`config.mk`:
```
export PLATFORM = sky130hd
export DESIGN_NAME = rew_phase_scheduler_flat
export DESIGN_NICKNAME = d
export VERILOG_FILES = /design/src/rtl/rew_phase_scheduler_if.sv /design/src/rtl/rew_phase_scheduler.sv /design/src/flat_wrapper.sv
export SDC_FILE = /design/constraint.sdc
export NUM_CORES = 1
export LEC_CHECK = 0
export CAP_MARGIN = 40
export CORE_ASPECT_RATIO = 1.1
export CORE_MARGIN = 5
export CORE_UTILIZATION = 50
export CTS_BUF_LIST = sky130_fd_sc_hd__clkbuf_2 sky130_fd_sc_hd__clkbuf_4 sky130_fd_sc_hd__clkbuf_8
export DETAILED_ROUTE_END_ITERATION = 12
export GPL_TIMING_DRIVEN = 0
export PLACE_DENSITY_LB_ADDON = 0.25
export SLEW_MARGIN = 0
export SYNTH_ARGS = -nofsm -noshare
export SYNTH_HDL_FRONTEND = slang
export SYNTH_SLANG_ARGS = --single-unit
export TNS_END_PERCENT = 100
```
`constraint.sdc`:
```
create_clock -name Clock -period 8.3 [get_ports Clock]
set_input_delay 1.66 -clock Clock [delete_from_list [all_inputs] [get_ports Clock]]
set_output_delay 1.66 -clock Clock [all_outputs]
set_load 0.02 [all_outputs]
```
`src/rtl/rew_phase_scheduler_if.sv`:
```
// Frontend/DRAM-side signal bundle of the REW ORAM phase scheduler.
// The scheduler connects through the master modport; the bench or the
// surrounding datapath connects through the slave modport.
interface rew_phase_scheduler_if #(
  parameter int CW = 5
);
  logic          ReqValid;
  logic          ReqReady;
  logic          CmdValid;
  logic          CmdReady;
  logic          CmdWrite;
  logic [CW-1:0] CmdChunk;
  logic          DataTransfer;
  logic [1:0]    Phase;
  logic          PhaseActive;
  logic          PhaseDone;
  logic          AccessDone;
  logic [CW-1:0] ROCount;

  modport master (
    input  ReqValid, CmdReady, DataTransfer,
    output ReqReady, CmdValid, CmdWrite, CmdChunk,
           Phase, PhaseActive, PhaseDone, AccessDone, ROCount
  );

  modport slave (
    output ReqValid, CmdReady, DataTransfer,
    input  ReqReady, CmdValid, CmdWrite, CmdChunk,
           Phase, PhaseActive, PhaseDone, AccessDone, ROCount
  );
endinterface

```
`src/rtl/rew_phase_scheduler.sv`:
```
// REW ORAM backend phase scheduler.
// Walks RW_R -> RW_W or RO_R -> RO_W per access, issuing one chunk command per
// chunk and counting returned/consumed beats. Frontend requests only start RO
// accesses; after ORAME RO accesses an RW (eviction) access is forced.
// The state encoding doubles as the Phase output (IDLE has Phase bits 00).
module rew_phase_scheduler #(
  parameter int ORAME          = 4,
  parameter int RW_R_Chunk     = 8,
  parameter int RW_W_Chunk     = 8,
  parameter int RO_R_Chunk     = 2,
  parameter int RO_W_Chunk     = 2,
  parameter int MaxOutstanding = 4,
  parameter int CW             = 5
) (
  input  logic                    Clock,
  input  logic                    Reset_n,
  rew_phase_scheduler_if.master   bus
);

  typedef enum logic [2:0] {
    ST_RW_R = 3'd0,
    ST_RW_W = 3'd1,
    ST_RO_R = 3'd2,
    ST_RO_W = 3'd3,
    ST_IDLE = 3'd4
  } state_t;

  localparam logic [CW-1:0] MAX_OUT   = CW'(MaxOutstanding);
  localparam logic [CW-1:0] RO_LIMIT  = CW'(ORAME);
  localparam logic [CW-1:0] ONE       = CW'(1);

  state_t        state;
  logic [CW-1:0] iss_ctr;
  logic [CW-1:0] xfer_ctr;
  logic [CW-1:0] ro_count;
  logic          rw_due;

  logic [CW-1:0] n_chunks;
  logic [CW-1:0] iss_next;
  logic [CW-1:0] xfer_next;
  logic          active;
  logic          is_write;
  logic          cmd_valid;
  logic          cmd_fire;
  logic          xfer_ok;
  logic          phase_done;
  logic          req_accept;

  // Chunk count of the phase currently being worked on.
  always_comb begin
    n_chunks = '0;
    case (state)
      ST_RW_R: n_chunks = CW'(RW_R_Chunk);
      ST_RW_W: n_chunks = CW'(RW_W_Chunk);
      ST_RO_R: n_chunks = CW'(RO_R_Chunk);
      ST_RO_W: n_chunks = CW'(RO_W_Chunk);
      default: n_chunks = '0;
    endcase
  end

  assign active    = (state != ST_IDLE);
  assign is_write  = state[0];

  // Reads are throttled by the outstanding limit; writebacks only by N.
  assign cmd_valid = active && (iss_ctr < n_chunks) &&
                     (is_write || ((iss_ctr - xfer_ctr) < MAX_OUT));
  assign cmd_fire  = cmd_valid && bus.CmdReady;

  // A read beat with nothing outstanding is a protocol error and is dropped;
  // writeback beats may legally run ahead of their commands.
  assign xfer_ok   = bus.DataTransfer && active && (xfer_ctr < n_chunks) &&
                     (is_write || (xfer_ctr != iss_ctr));

  assign iss_next   = iss_ctr  + {{(CW-1){1'b0}}, cmd_fire};
  assign xfer_next  = xfer_ctr + {{(CW-1){1'b0}}, xfer_ok};
  assign phase_done = active && (iss_next == n_chunks) && (xfer_next == n_chunks);

  // Reset_n gates the accept pulse so it stays quiet while reset is held.
  assign req_accept = (state == ST_IDLE) && !rw_due && bus.ReqValid && Reset_n;

  assign bus.ReqReady    = req_accept;
  assign bus.CmdValid    = cmd_valid;
  assign bus.CmdWrite    = is_write;
  assign bus.CmdChunk    = iss_ctr;
  assign bus.Phase       = state[1:0];
  assign bus.PhaseActive = active;
  assign bus.PhaseDone   = phase_done;
  assign bus.AccessDone  = phase_done && is_write;
  assign bus.ROCount     = ro_count;

  // Phase sequencing, chunk/beat counters and RO-access bookkeeping.
  always_ff @(posedge Clock or negedge Reset_n) begin
    if (!Reset_n) begin
      state    <= ST_IDLE;
      iss_ctr  <= '0;
      xfer_ctr <= '0;
      ro_count <= '0;
      rw_due   <= 1'b0;
    end else begin
      case (state)
        ST_IDLE: begin
          iss_ctr  <= '0;
          xfer_ctr <= '0;
          if (rw_due) begin
            state <= ST_RW_R;
          end else if (bus.ReqValid) begin
            state <= ST_RO_R;
          end
        end
        default: begin
          if (phase_done) begin
            // Clearing here leaves the counters at zero on entry to the next phase.
            iss_ctr  <= '0;
            xfer_ctr <= '0;
            case (state)
              ST_RW_R: state <= ST_RW_W;
              ST_RO_R: state <= ST_RO_W;
              ST_RW_W: begin
                state    <= ST_IDLE;
                ro_count <= '0;
                rw_due   <= 1'b0;
              end
              ST_RO_W: begin
                state    <= ST_IDLE;
                ro_count <= ro_count + ONE;
                if ((ro_count + ONE) == RO_LIMIT) begin
                  rw_due <= 1'b1;
                end
              end
              default: state <= ST_IDLE;
            endcase
          end else begin
            iss_ctr  <= iss_next;
            xfer_ctr <= xfer_next;
          end
        end
      endcase
    end
  end

endmodule

```
`src/flat_wrapper.sv`:
```
// flat-port wrapper written by rule: the top's interface ports become plain ports
module rew_phase_scheduler_flat 
#(
  parameter int ORAME          = 4,
  parameter int RW_R_Chunk     = 8,
  parameter int RW_W_Chunk     = 8,
  parameter int RO_R_Chunk     = 2,
  parameter int RO_W_Chunk     = 2,
  parameter int MaxOutstanding = 4,
  parameter int CW             = 5
)
  (Clock, Reset_n, bus_ReqValid, bus_CmdReady, bus_DataTransfer, bus_ReqReady, bus_CmdValid, bus_CmdWrite, bus_CmdChunk, bus_Phase, bus_PhaseActive, bus_PhaseDone, bus_AccessDone, bus_ROCount);
  rew_phase_scheduler_if #(.CW(CW)) bus_i ();
  input  logic Clock;
  input  logic Reset_n;
  input wire logic [$bits(bus_i.ReqValid)-1:0] bus_ReqValid;
  input wire logic [$bits(bus_i.CmdReady)-1:0] bus_CmdReady;
  input wire logic [$bits(bus_i.DataTransfer)-1:0] bus_DataTransfer;
  output wire logic [$bits(bus_i.ReqReady)-1:0] bus_ReqReady;
  output wire logic [$bits(bus_i.CmdValid)-1:0] bus_CmdValid;
  output wire logic [$bits(bus_i.CmdWrite)-1:0] bus_CmdWrite;
  output wire logic [$bits(bus_i.CmdChunk)-1:0] bus_CmdChunk;
  output wire logic [$bits(bus_i.Phase)-1:0] bus_Phase;
  output wire logic [$bits(bus_i.PhaseActive)-1:0] bus_PhaseActive;
  output wire logic [$bits(bus_i.PhaseDone)-1:0] bus_PhaseDone;
  output wire logic [$bits(bus_i.AccessDone)-1:0] bus_AccessDone;
  output wire logic [$bits(bus_i.ROCount)-1:0] bus_ROCount;
  assign bus_i.ReqValid = bus_ReqValid;
  assign bus_i.CmdReady = bus_CmdReady;
  assign bus_i.DataTransfer = bus_DataTransfer;
  assign bus_ReqReady = bus_i.ReqReady;
  assign bus_CmdValid = bus_i.CmdValid;
  assign bus_CmdWrite = bus_i.CmdWrite;
  assign bus_CmdChunk = bus_i.CmdChunk;
  assign bus_Phase = bus_i.Phase;
  assign bus_PhaseActive = bus_i.PhaseActive;
  assign bus_PhaseDone = bus_i.PhaseDone;
  assign bus_AccessDone = bus_i.AccessDone;
  assign bus_ROCount = bus_i.ROCount;
  rew_phase_scheduler #(.ORAME(ORAME), .RW_R_Chunk(RW_R_Chunk), .RW_W_Chunk(RW_W_Chunk), .RO_R_Chunk(RO_R_Chunk), .RO_W_Chunk(RO_W_Chunk), .MaxOutstanding(MaxOutstanding), .CW(CW)) u_core (.Clock(Clock), .Reset_n(Reset_n), .bus(bus_i));
endmodule
```
==> results.cfg, run 1 <==
[clock_network]
tritoncts = built
cts-root-buf = clkbuf_4
clk_latency_ps = 300
cts_inserted_buffers = 3
clockBufferDepth = 2
path_clk_slew_ps = 100
cts_resized = 0
post_cts_buffers = 0
cts_hold_buf = 0
clock-sinks = 19
htreeDepth = 1

[synth]
synthSimpleGateAreaFrac = 0.252
synth-compound-area-share = 0.113
synth.largest_area_cell = dfrtp_1
ys_ff_latch = 19
synthDistinctLibCells = 39
synth_xor_area_frac = 0.0562
syn-num-nets = 153
synth_top_area_share = 0.361
ys.warnings.count = 0
synth_ff_type = dfrtp_1
syn_area_per_cell_um2 = 9.11
muxShareOfSynthArea = 0.0411
synth_edf_count = 0
synth_top_family_by_area = simple AND/OR/NAND/NOR gates
synthArstFlopShare = 1.00
synth_fa_ha_area_frac = 0.110
synth-seq-area-share = 0.382
synth_area_leaders = dfrtp_1, ha_1, nand3_1, nand2_1, xnor2_1
syn_inst = 137
syn-cell-area_um2 = 1250

[die]
ioPinCount = 23
initial_core_util = 0.509
die_h_um = 62.4
die_w_um = 57.6
dieArea_um2 = 3590
fp-row-count = 19
core_area_um2 = 2450

[drt]
routed_wl_um = 2740
ant_nets = 0
drt-wirelength-per-cell_um = 14.1
viasPerCell = 5.55
drcViolationCount = 0
drtIter0Drc = 28
drt-pass1-iter-count = 4
vias = 1082

[worst_setup_path]
path_cells = clkdlybuf4s50_1, nand2b_1, nor4_1, ha_1, ha_1, or2_2, mux2i_1, nand4_1, a21oi_2, and2_1, clkdlybuf4s50_1
worst-path-stages = 11
reg2reg_setup_slack_ps = 4530
critPathMaxFanout = 9
cp.required_ps = 6640
crit_slowest_cell = clkdlybuf4s50_1
path_class = input port to output pin
worst-path-buf-inv = 2
reg2reg_from = u_core.state[2]$_DFFE_PN1P_
r2r-end = u_core.bus.ROCount[3]$_DFFE_PN0P_
cp-startpoint = bus_DataTransfer
crit_path_start_kind = input port
cpLargestDelayFamily = buffers and inverters
end_kind = output pin
reg2regPathDepth = 13
critical_path.max_stage_delay_ps = 600
cp.arrival_ps = 4720

[final_layout]
n_antenna_cell = 0
nets = 181
drive_above_1_share = 0.0915
stdcell_count = 195
syn2layout_area_growth_pct = 24.4
final_common_cell = clkdlybuf4s50_1
finish.utilization = 0.634
n_fill_cell = 213
fin_area_um2 = 1550
multiInputGateArea_um2 = 714
seqCellArea_um2 = 477
layout_common_cells = clkdlybuf4s50_1, dfrtp_1, nand2_1, ha_1, nand3_1

[power]
power.total_mw = 0.308
clockPowerShare = 0.162
seqPwrFrac = 0.397
ir_worst_vdd_mv = 0.131
intPower_mw = 0.195
power.share.switching = 0.369
p_comb_frac = 0.441
netSwitchingPower_mw = 0.114
p_leak_nw = 0.675
powerDensity_nw_per_um2 = 199

[sta]
worst_slew_pin_slew_ps = 495
maxSlewViolCount = 0
tns_ps = 0
post-route-period-util = 0.769
setup_viol = 0
skew_ps = 2.98
period_needed_ps = 6380
relSlewSlack = 0.669
clock.fmax_mhz = 157
hold_viol = 0
rsz0062_at_grt = false

[grt]
grt-ovfl-total = 0
grt_max_degree = 12
grt_antenna_before_repair = 0
grt_use_total = 0.164
grt_pass1_vias = 1093
grt_pass1_wl_um = 4710

[min_path]
holdCritStartpoint = u_core.state[2]$_DFFE_PN1P_
hold_class = register to register
hold-path-endpoint = u_core.state[2]$_DFFE_PN1P_
worstHoldPathCells = 2

[place]
portBuffers = 22
gp_congestion = 0.834
dp_cells = 191
placed_area_um2 = 1520
hpwl_um = 2170

[status]
status = completed

[run]
max_cap_viol_count = 0
## synth_stat cells, drive strengths merged (3+ instances only)
library cell / n
nand2: 12
xor2: 3
nor2: 9
nand3: 10
and2: 6
dfrtp: 18
nand2b: 4
inv: 9
nor3: 7
xnor2: 5
mux2i: 4
a21oi: 4
ha: 11
o21ai: 9
## layer usage
metal  wire (µm)  GRT usage
met2        1340      0.275
met4          48     0.0580
met1        1200      0.202
met3         147     0.0393
met5           0          0
## state kept, by name (all words and copies together), names as in the netlist
| signal | flops |
|---|---|
| u_core.bus.ROCount | 5 |
| u_core.xfer_ctr | 5 |
| u_core.state | 3 |
| u_core.bus.CmdChunk | 5 |
| u_core.rw_due | 1 |
## per-stage QoR
step / setup WS [ps] / hold WS, ps
floorplan: 3050 / 496
finish: 1920 / 549
CTS: 1890 / 549
global route: 1770 / 593
global placement: 1920 / 519
detailed placement: 1910 / 531
## logic make-up (layout without fill, tap and decap cells)
family / Yosys count / count (layout)
adders and majority gates: 11 / 11
muxes: 5 / 5
AOI/OAI and AO/OA: 22 / 22
DFF: 19 / 19
and+or+nand+nor: 59 / 59
buffers and inverters: 13 / 40
xor gates and xnor gates: 8 / 8
## layout make-up
type | instances | area share
Tap cell | 31 | 0.0250
Buffer | 4 | 0.0145
Timing Repair Buffer | 23 | 0.152
Sequential cell | 19 | 0.307
Multi-Input combinational cell | 105 | 0.460
Clock buffer | 4 | 0.0194
Inverter | 9 | 0.0218
## power groups by stage
stage	sequential (mW)	clock (mW)	combinational (mW)
floorplan	0.136	0	0.0711
global placement	0.123	0	0.132
detailed placement	0.124	0	0.136
CTS	0.122	0.0510	0.137
global route	0.125	0.0554	0.149
finish	0.122	0.0499	0.136
## how the worst max path moves through the flow
stage	endpoint	slack [ps]
final	bus_AccessDone	1920
after floorplan	bus_AccessDone	3050
after global placement	bus_AccessDone	1920
after detailed placement	bus_AccessDone	1910
after CTS	bus_AccessDone	1890
after global routing	bus_AccessDone	1770
## worst reg2reg max path, cell delays in order (launching register included)
cell and delay [ps]:
dfstp_2 620, inv_2 80, nor3_1 240, clkbuf_1 410, nor3_1 80, and3_1 170, and2_1 160, ha_1 190
ha_1 310, or2_2 280, mux2i_1 200, nand4_1 170, a2111o_1 500, a22o_1 260
Note: power is estimated with default switching activity, not from simulation.
==> run 2: changes to the inputs <==
--- a/config.mk
+++ b/config.mk
@@ -8,7 +8,7 @@
 export CAP_MARGIN = 40
 export CORE_ASPECT_RATIO = 1.1
 export CORE_MARGIN = 5
-export CORE_UTILIZATION = 50
+export CORE_UTILIZATION = 48
 export CTS_BUF_LIST = sky130_fd_sc_hd__clkbuf_2 sky130_fd_sc_hd__clkbuf_4 sky130_fd_sc_hd__clkbuf_8
 export DETAILED_ROUTE_END_ITERATION = 12
 export GPL_TIMING_DRIVEN = 0
==> constraint.sdc (replaced) <==
create_clock -name Clock -period 5.5 [get_ports Clock]
set_input_delay 1.1 -clock Clock [delete_from_list [all_inputs] [get_ports Clock]]
set_output_delay 1.1 -clock Clock [all_outputs]
set_load 0.02 [all_outputs]
==> run 2 against run 1 <==
Register-to-register slack worse by 2800 ps. Cell count is 1.0% higher. Clock skew up 1.1 ps. Hold slack improved by 15 ps. Sequential cell count is the same. Sequential power up 53%. Worst setup slack got worse by 1600 ps. Via count increased by 1.6%. Largest cell class unchanged.
==> results.cfg, run 2 (synthesized netlist as in run 1, its figures left out) <==
[worst_setup_path]
reg2reg_from = u_core.bus.CmdChunk[1]$_DFF_PN0_
end_kind = output pin
cpLargestDelayFamily = adder cells
cp.arrival_ps = 4110
crit_path_start_kind = register
critPathMaxFanout = 5
reg2reg_setup_slack_ps = 1710
r2r-end = u_core.bus.ROCount[3]$_DFFE_PN0P_
crit_slowest_cell = clkdlybuf4s50_1
worst-path-buf-inv = 1
path_class = register to output pin
cp_common_cell = ha_1
cp.required_ps = 4400
critical_path.max_stage_delay_ps = 640
path_cells = ha_1, a21oi_1, mux2i_1, o21ai_0, and3_1, and2_1, ha_1, ha_1, or2_2, mux2i_1, nand4_1, a21oi_4, clkdlybuf4s50_1
cp-startpoint = u_core.bus.CmdChunk[1]$_DFF_PN0_
reg2regPathDepth = 13

[drt]
drtIter0Drc = 17
vias = 1099
drt-wirelength-per-cell_um = 15.1
ant_nets = 0
routed_wl_um = 2970
drt-pass1-iter-count = 4
drcViolationCount = 0
viasPerCell = 5.58

[final_layout]
multiInputGateArea_um2 = 722
layout_common_cells = clkdlybuf4s50_1, dfrtp_1, nand2_1, ha_1, nand3_1
final_common_cell = clkdlybuf4s50_1
n_antenna_cell = 0
finish.utilization = 0.632
n_fill_cell = 233
syn2layout_area_growth_pct = 26.5
drive_above_1_share = 0.108
seqCellArea_um2 = 477
nets = 183

[sta]
post-route-period-util = 0.947
relSlewSlack = 0.670
hold_slack_ps = 564
maxSlewViolCount = 0
tns_ps = 0
hold_viol = 0
skew_ps = 4.10
clock.fmax_mhz = 192
setup_viol = 0
worst_slew_pin_slew_ps = 494
period_needed_ps = 5210
rsz0062_at_grt = false

[clock_network]
clock-sinks = 19
cts_inserted_buffers = 3
tritoncts = built
clockBufferDepth = 2
cts-root-buf = clkbuf_4
htreeDepth = 1
path_clk_slew_ps = 110
cts_hold_buf = 0
clk_latency_ps = 300

[power]
powerDensity_nw_per_um2 = 299
p_leak_nw = 0.708
ir_worst_vdd_mv = 0.296

[grt]
grt_pass1_vias = 1161
grt_use_total = 0.177
grt_pass1_wl_um = 5140
grt_max_degree = 13
grt-ovfl-total = 0
grt_antenna_before_repair = 0

[min_path]
holdCritStartpoint = u_core.state[2]$_DFFE_PN1P_
hold_class = register to register
hold-path-endpoint = u_core.state[2]$_DFFE_PN1P_
worstHoldPathCells = 2

[die]
die_w_um = 58.6
die_h_um = 63.5
ioPinCount = 23
initial_core_util = 0.500
core_area_um2 = 2500
fp-row-count = 19
dieArea_um2 = 3720

[place]
portBuffers = 22
hpwl_um = 2290
gp_congestion = 0.827

[status]
status = completed

[run]
max_cap_viol_count = 0
==> run 2: cell count changes in the layout (fill, tap and decap cells not counted), sizes merged <==
cell	before	now
dlymetal6s2s	0	1
clkdlybuf4s50	22	21
buf	3	5
==> run 2: area by class of cell <==
class / count / area share
clock buffers: 4 / 0.0190
well taps: 31 / 0.0246
plain buffers: 4 / 0.0151
repair buffers: 25 / 0.160
inverters: 9 / 0.0214
multi-input cells: 105 / 0.458
flip-flops and latches: 19 / 0.302
==> run 2: metal layers <==
layer | routed length (µm) | global-route usage
met4 | 72 | 0.0878
met1 | 1280 | 0.210
met2 | 1510 | 0.302
met5 | 0 | 0
met3 | 111 | 0.0306
==> run 2: through the flow <==
step	instances	setup WS, ps	area, µm²	power, mW
global route	197	108	1580	0.503
global placement	190	271	1510	0.387
detailed placement	191	277	1520	0.396
floorplan	137	971	1250	0.312
finish	197	292	1580	0.471
CTS	195	107	1550	0.473
==> run 2: worst max-delay path by stage <==
stage | endpoint | slack (ps) | cells past startpoint
global placement | bus_AccessDone | 270 | 11
global route | bus_PhaseDone | 110 | 13
detailed placement | bus_AccessDone | 280 | 11
CTS | bus_AccessDone | 110 | 14
finish | bus_PhaseDone | 290 | 13
floorplan | bus_AccessDone | 970 | 13
==> run 2: report_power, final <==
part           internal (mW)  total (mW)  switching (mW)
combinational          0.102       0.207           0.105
sequential             0.158       0.187          0.0288
clock                 0.0333      0.0770          0.0437
==> run 2: repair_timing <==
item,4_1_cts,5_1_grt
endpoints found under the setup margin,1,2
gates resized for setup,1,2
setup buffers,0,2
pin swaps,0,0
cloned,0,0
==> run 2: worst min-delay path: cells and delay by family, from the launching register on <==
family	cells	cell delay, ps
flip-flops	1	430
AO/OA/AOI/OAI	1	90
AND/OR/NAND/NOR	1	60
